### src/rtl/demux_deser4.sv
// Serial-to-parallel demux: steers accepted bits LSB-first into WIDTH lanes; word valid on the edge capturing the last bit.
// Backpressure: in_ready drops while a word waits in HOLD; one bubble cycle per word on handoff.
module demux_deser4 #(
    parameter  int WIDTH = 4,
    localparam int IDX_W = $clog2(WIDTH)
) (
    input  logic             clk,
    input  logic             rst_n,
    input  logic             in_bit,
    input  logic             in_valid,
    output logic             in_ready,
    input  logic             flush,
    output logic [WIDTH-1:0] out_data,
    output logic             out_valid,
    input  logic             out_ready,
    output logic [IDX_W-1:0] lane
);

    typedef enum logic {
        FILL = 1'b0,
        HOLD = 1'b1
    } state_t;

    localparam logic [IDX_W-1:0] LAST_LANE = IDX_W'(WIDTH - 1);

    state_t           r_state;
    logic [IDX_W-1:0] r_lane;
    logic [WIDTH-1:0] r_data;

    always_ff @(posedge clk or negedge rst_n) begin
        if (!rst_n) begin
            r_state <= FILL;
            r_lane  <= '0;
            r_data  <= '0;
        end else begin
            case (r_state)
                FILL: begin
                    if (flush) begin
                        r_lane <= '0;
                        r_data <= '0;
                    end else if (in_valid) begin
                        r_data[r_lane] <= in_bit;
                        if (r_lane == LAST_LANE) begin
                            r_lane  <= '0;
                            r_state <= HOLD;
                        end else begin
                            r_lane <= r_lane + IDX_W'(1);
                        end
                    end
                end
                // Completed word is never discarded; only the consumer releases it.
                HOLD: begin
                    if (out_ready) begin
                        r_state <= FILL;
                    end
                end
                default: r_state <= FILL;
            endcase
        end
    end

    assign in_ready  = (r_state == FILL);
    assign out_valid = (r_state == HOLD);
    assign out_data  = r_data;
    assign lane      = r_lane;

endmodule

### config.mk
export PLATFORM = sky130hd
export DESIGN_NAME = demux_deser4
export DESIGN_NICKNAME = d
export VERILOG_FILES = /design/src/rtl/demux_deser4.sv
export SDC_FILE = /design/constraint.sdc
export NUM_CORES = 1
export LEC_CHECK = 0
export BUFFER_PORTS_ARGS = -buffer_cell sky130_fd_sc_hd__buf_2
export CAP_MARGIN = 5
export CORE_UTILIZATION = 30
export CTS_CLUSTER_SIZE = 14
export DETAILED_ROUTE_END_ITERATION = 10
export PLACE_DENSITY_LB_ADDON = 0.3
export SLEW_MARGIN = 20
export SYNTH_ARGS = -nofsm -noshare
export SYNTH_HDL_FRONTEND = slang
export SYNTH_SLANG_ARGS = --single-unit
### constraint.sdc
create_clock -name clk -period 1.2 [get_ports clk]
set_input_delay 0.06 -clock clk [delete_from_list [all_inputs] [get_ports clk]]
set_output_delay 0.06 -clock clk [all_outputs]
set_load 0.1 [all_outputs]
Yosys cells after proc, flatten, opt, wreduce, memory -nomap -nowiden
Cells that the tools add are included.

word-level totals
  output and inout port bits = 8
  flip-flop bits (word level) = 7
  logic and storage cells = 24
  bits of input ports = 6

operators by class
  $lt $le $gt $ge = 2
  multiplexer cells = 13
  bitwise gates (word level) = 1
  reduce and logical (&&, ||, !) cells = 3
  $add $sub $neg = 1
  equal/unequal tests = 1

operators with widths
  operator             count
  $mux 4               2
  $mux 2               3
  $mux 1               5
  $bwmux 4             1
  $lt 2x3->1 const B   1
  $add 2x1->2 const B  1
  $demux 1 s2          1
  $eq 2x2->1 const B   1
  $ge 2x1->1 const B   1
  $pmux 1 s2           1
  $reduce_and 2->1     1
  $reduce_bool 2->1    1
  $logic_and 1x1->1    1
  $not 1->1            1

Longest topological paths before layout
  depth after elaboration = 7
  gate-level depth with buffers = 5
  depth with buffers taken out = 5

Worst setup path after synthesis
No wires, ideal clock.

  path kind = register -> register
  start point = reg r_state (netlist: out_valid)
  end point = reg r_data[1] (netlist: out_data[1])
  path buffers = 1
  arrival time = 1.722 ns
  path slack = -0.605 ns
  period minus slack after synthesis = 1.805 ns
  cell stages (with the launch flop) = 5
  required time = 1.117 ns
  setup time = 0.083 ns
  cell sequence = dfrtp_1 -> buf_6 -> inv_2 -> a41oi_1 -> o21ai_0

on the way
  longest elaborated chain between the ends = 2

RTL lines
  element                          line  source
  from (decl)                      26    state_t r_state;
  from (signal assigned)           32    r_state <= FILL;
  from (signal assigned)           45    r_state <= HOLD;
  from (signal assigned)           54    r_state <= FILL;
  $not 1->1 (no line)              n/a
  net in_ready                     11    output logic in_ready,
  $reduce_and 2->1 (no line)       n/a
  to (signal, indexed assignment)  42    r_data[r_lane] <= in_bit;
  to (decl)                        28    logic [WIDTH-1:0] r_data;

The timed path passes the listed nets, and every way through them passes these cells.
A chain may end at the register's enable or synchronous reset.

Worst setup path in the final report
  start point = reg r_lane[1] (netlist: lane[1])
  end point = reg r_data[1] (netlist: out_data[1])

on the way
  longest elaborated chain between the ends = 7
  elaborated cells between the ends (all ways) = 8
  classes of those cells = order compare (2); mux (5); reduce/logical (1)

RTL lines
  element                                                         line  source
  from (decl)                                                     27    logic [IDX_W-1:0] r_lane;
  from (signal assigned)                                          47    r_lane <= r_lane + IDX_W'(1);
  $lt 2x3->1 (implied by the code) or $ge 2x1->1 (tied branches)  42
  $logic_and 1x1->1 (implied by the code)                         42
  $mux 1 (implied by the code)                                    42
  $demux 1 s2 *                                                   42
  $bwmux 4 *                                                      42
  $mux 4 *                                                        41    end else if (in_valid) begin
  $mux 4 *                                                        38    if (flush) begin

Every way passes the cells marked *; elsewhere a longest branch is shown, timed or not. The select of a mux whose other input is x is not followed.

==> impl_metrics.ini <==
[sta]
setup_tns_ns = 0
setup_violations = 0
worstMarginPinSlew_ns = 0.484
rsz0062_at_grt = true
slew_violations = 0
worst_slack_ns = 0.0278
period_share_pct = 97.7
hold_viol_final = 0
fmax_mhz = 853
slew_headroom_pct = 67.9
period_needed_ns = 1.17
skew_ns = 0.00519
holdWs_ns = 0.108

[global_routing]
grt_use_total_pct = 16.3
grt_pass1_wl_um = 1540
grt_pass1_vias = 318
grt-ovfl-total = 0
antenna_found_initial = 0
grt_max_degree = 13

[synthesis]
synth_top_family_by_area = compound AO/OA/AOI/OAI gates
synth-seq-cells = 7
syn_inst = 43
synth_xor_area_share_pct = 0
synth_area_sq_um = 425
synthAdderAreaFrac_pct = 11.8
postSynthAreaPerCell_sq_um = 9.89
ys_warn_count = 0
muxShareOfSynthArea_pct = 0
syn-num-nets = 53
synthSimpleGateAreaFrac_pct = 13.2
synth_cell_types = 20
ys_seq_area_share_pct = 41.2
synth_compound_area_share_pct = 26.8

[clocking]
htree_num_levels = 1
clock-sinks = 7
root_buffer = clkbuf_4
cts_buffer_depth = 2
numCtsBuffers = 3
cts.clk_slew.worst_paths_ns = 0.06
cts_tree = built
clock_latency_ns = 0.25

[critical_path]
worstSetupPathType = register to register
crit_path_start = lane[1]
endpoint_kind = register
endpoint = out_data[1]
r2r_slack_ns = 0.03
cp_top_family = flip-flops
cp_cell_sequence = inv_4, ha_4, a21boi_2, a41oi_2, o21ai_1
slowest_delay_ns = 0.53
crit_slowest_cell = dfrtp_4
critPathMaxFanout = 5
r2r_end = out_data[1]
crit_buf_inv = 1
critical_path_depth = 5
ff2ff_path_depth = 5
cp.required_ns = 1.33
crit_arrival_ns = 1.31
critPathLaunchType = register
reg2reg_from = lane[1]

[placed_design]
gp_routability_congestion = 0.758
dpl_worst_slack_ns = -0.000519
place_hpwl_um = 720
place.port_buffers = 13

[flow_run]
cap_violations = 0

[die]
start_util_pct = 32.3
dieWidth_um = 39.7
die_y_um = 39.7
ios = 14
dieArea_sq_um = 1570
coreArea_sq_um = 1320
rows = 13

[min_path]
hold_path_class = primary input to register

[finish]
final_common_cell = buf_2
final_nets = 74
final_util_pct = 55.5
antennaDiodeCount = 0
layout_common_cells = buf_2 (9), nand2_1 (6), ha_4 (4), buf_12 (4)
layout-drive-gt1-share_pct = 63.5
syn2layout_area_growth_pct = 71.8

[routing]
drc_errors = 0
wl_per_cell_um = 13.9
vias = 400
drt-vias-per-instance = 5.13
drt-total-wl_um = 1090
detail-route-antenna-nets = 0
drt-initial-drc-count = 3
first_pass_iters = 2

[power]
power_density_nw_per_um2 = 1040
ir_worst_vdd_mv = 0.695
p_leak_nw = 0.291

[status]
outcome = completed
worst min-delay path by stage:
stage	cells after the start	startpoint	end	slack, ns
3_3_place_gp	1	rst_n	out_valid	-0.09
3_5_place_dp	1	rst_n	out_data[3]	-0.09
6_report	2	flush	out_data[3]	0.11
4_1_cts	2	flush	out_data[3]	0.1
5_1_grt	2	flush	out_data[3]	0.11
2_1_floorplan	0	rst_n	out_data[0]	-0.24
cell families after synthesis:
logic type	count (synthesis)
and+or+nand+nor	12
adders and majority gates	4
buffers and inverters	5
DFF	7
AOI/OAI and AO/OA	15
where the power goes:
group | internal (W) | switching [W] | total [W]
clock network | 0.000127 | 0.0000865 | 0.000213
logic | 0.0000968 | 0.000169 | 0.000266
registers | 0.000254 | 0.0000270 | 0.000281
metrics by stage:
step	area (sq um)	total power, W	cells
finish	731	0.000761	78
global route	731	0.000802	78
CTS	657	0.000736	77
detailed placement	601	0.000503	70
global placement	601	0.000500	70
floorplan	472	0.000427	43
routing by layer:
metal / share of wire [%] / up-vias / routed length [um] / track usage (%)
met5: 0 / - / 0 / 0
met2: 51 / 6 / 553 / 22.1
met1: 44 / 194 / 481 / 20.6
met3: 2.6 / 2 / 28 / 5.11
li1: - / 198 / - / -
met4: 1.9 / 0 / 21 / 12.9
Yosys cell counts, drive strengths merged:
| cell | number | share of area (%) |
|---|---|---|
| a21boi | 3 | 7.1 |
| a21oi | 1 | 2.1 |
| a41oi | 3 | 6.2 |
| and4b | 1 | 2.4 |
| buf | 2 | 4.4 |
| dfrtp | 7 | 41 |
| ha | 4 | 12 |
| inv | 3 | 2.6 |
| nand2 | 6 | 5.3 |
| nand3 | 2 | 2.4 |
| nor2 | 2 | 1.8 |
| o21ai | 6 | 7.9 |
| o22ai | 1 | 1.5 |
| o311ai | 1 | 2.1 |
| or2 | 1 | 1.5 |
layout make-up:
cell class,instances,area (sq um)
timing repair buffer,18,168
clock buffer,4,26.3
inverter,3,31.3
fill,126,587
tap,15,18.8
multi-input combinational,31,297
sequential,7,190
worst reg2reg max path: stages, from the launching register on:
cell,delay [ns]
dfrtp_4,0.53
inv_4,0.10
ha_4,0.14
a21boi_2,0.05
a41oi_2,0.15
o21ai_1,0.09
flip-flops by register name, summed over array words and instances, names as in the netlist:
name / flops
lane: 2
out_valid: 1
out_data: 4
what timing repair did:
item,CTS,global route
pin swaps,0,2
setup buffers,1,1
cloned,0,0
hold buffers,2,0
endpoints found under the setup margin,2,3
hold endpoints to repair,8,0
gates resized for setup,1,12
No activity file was read; power rests on OpenSTA's default activity.
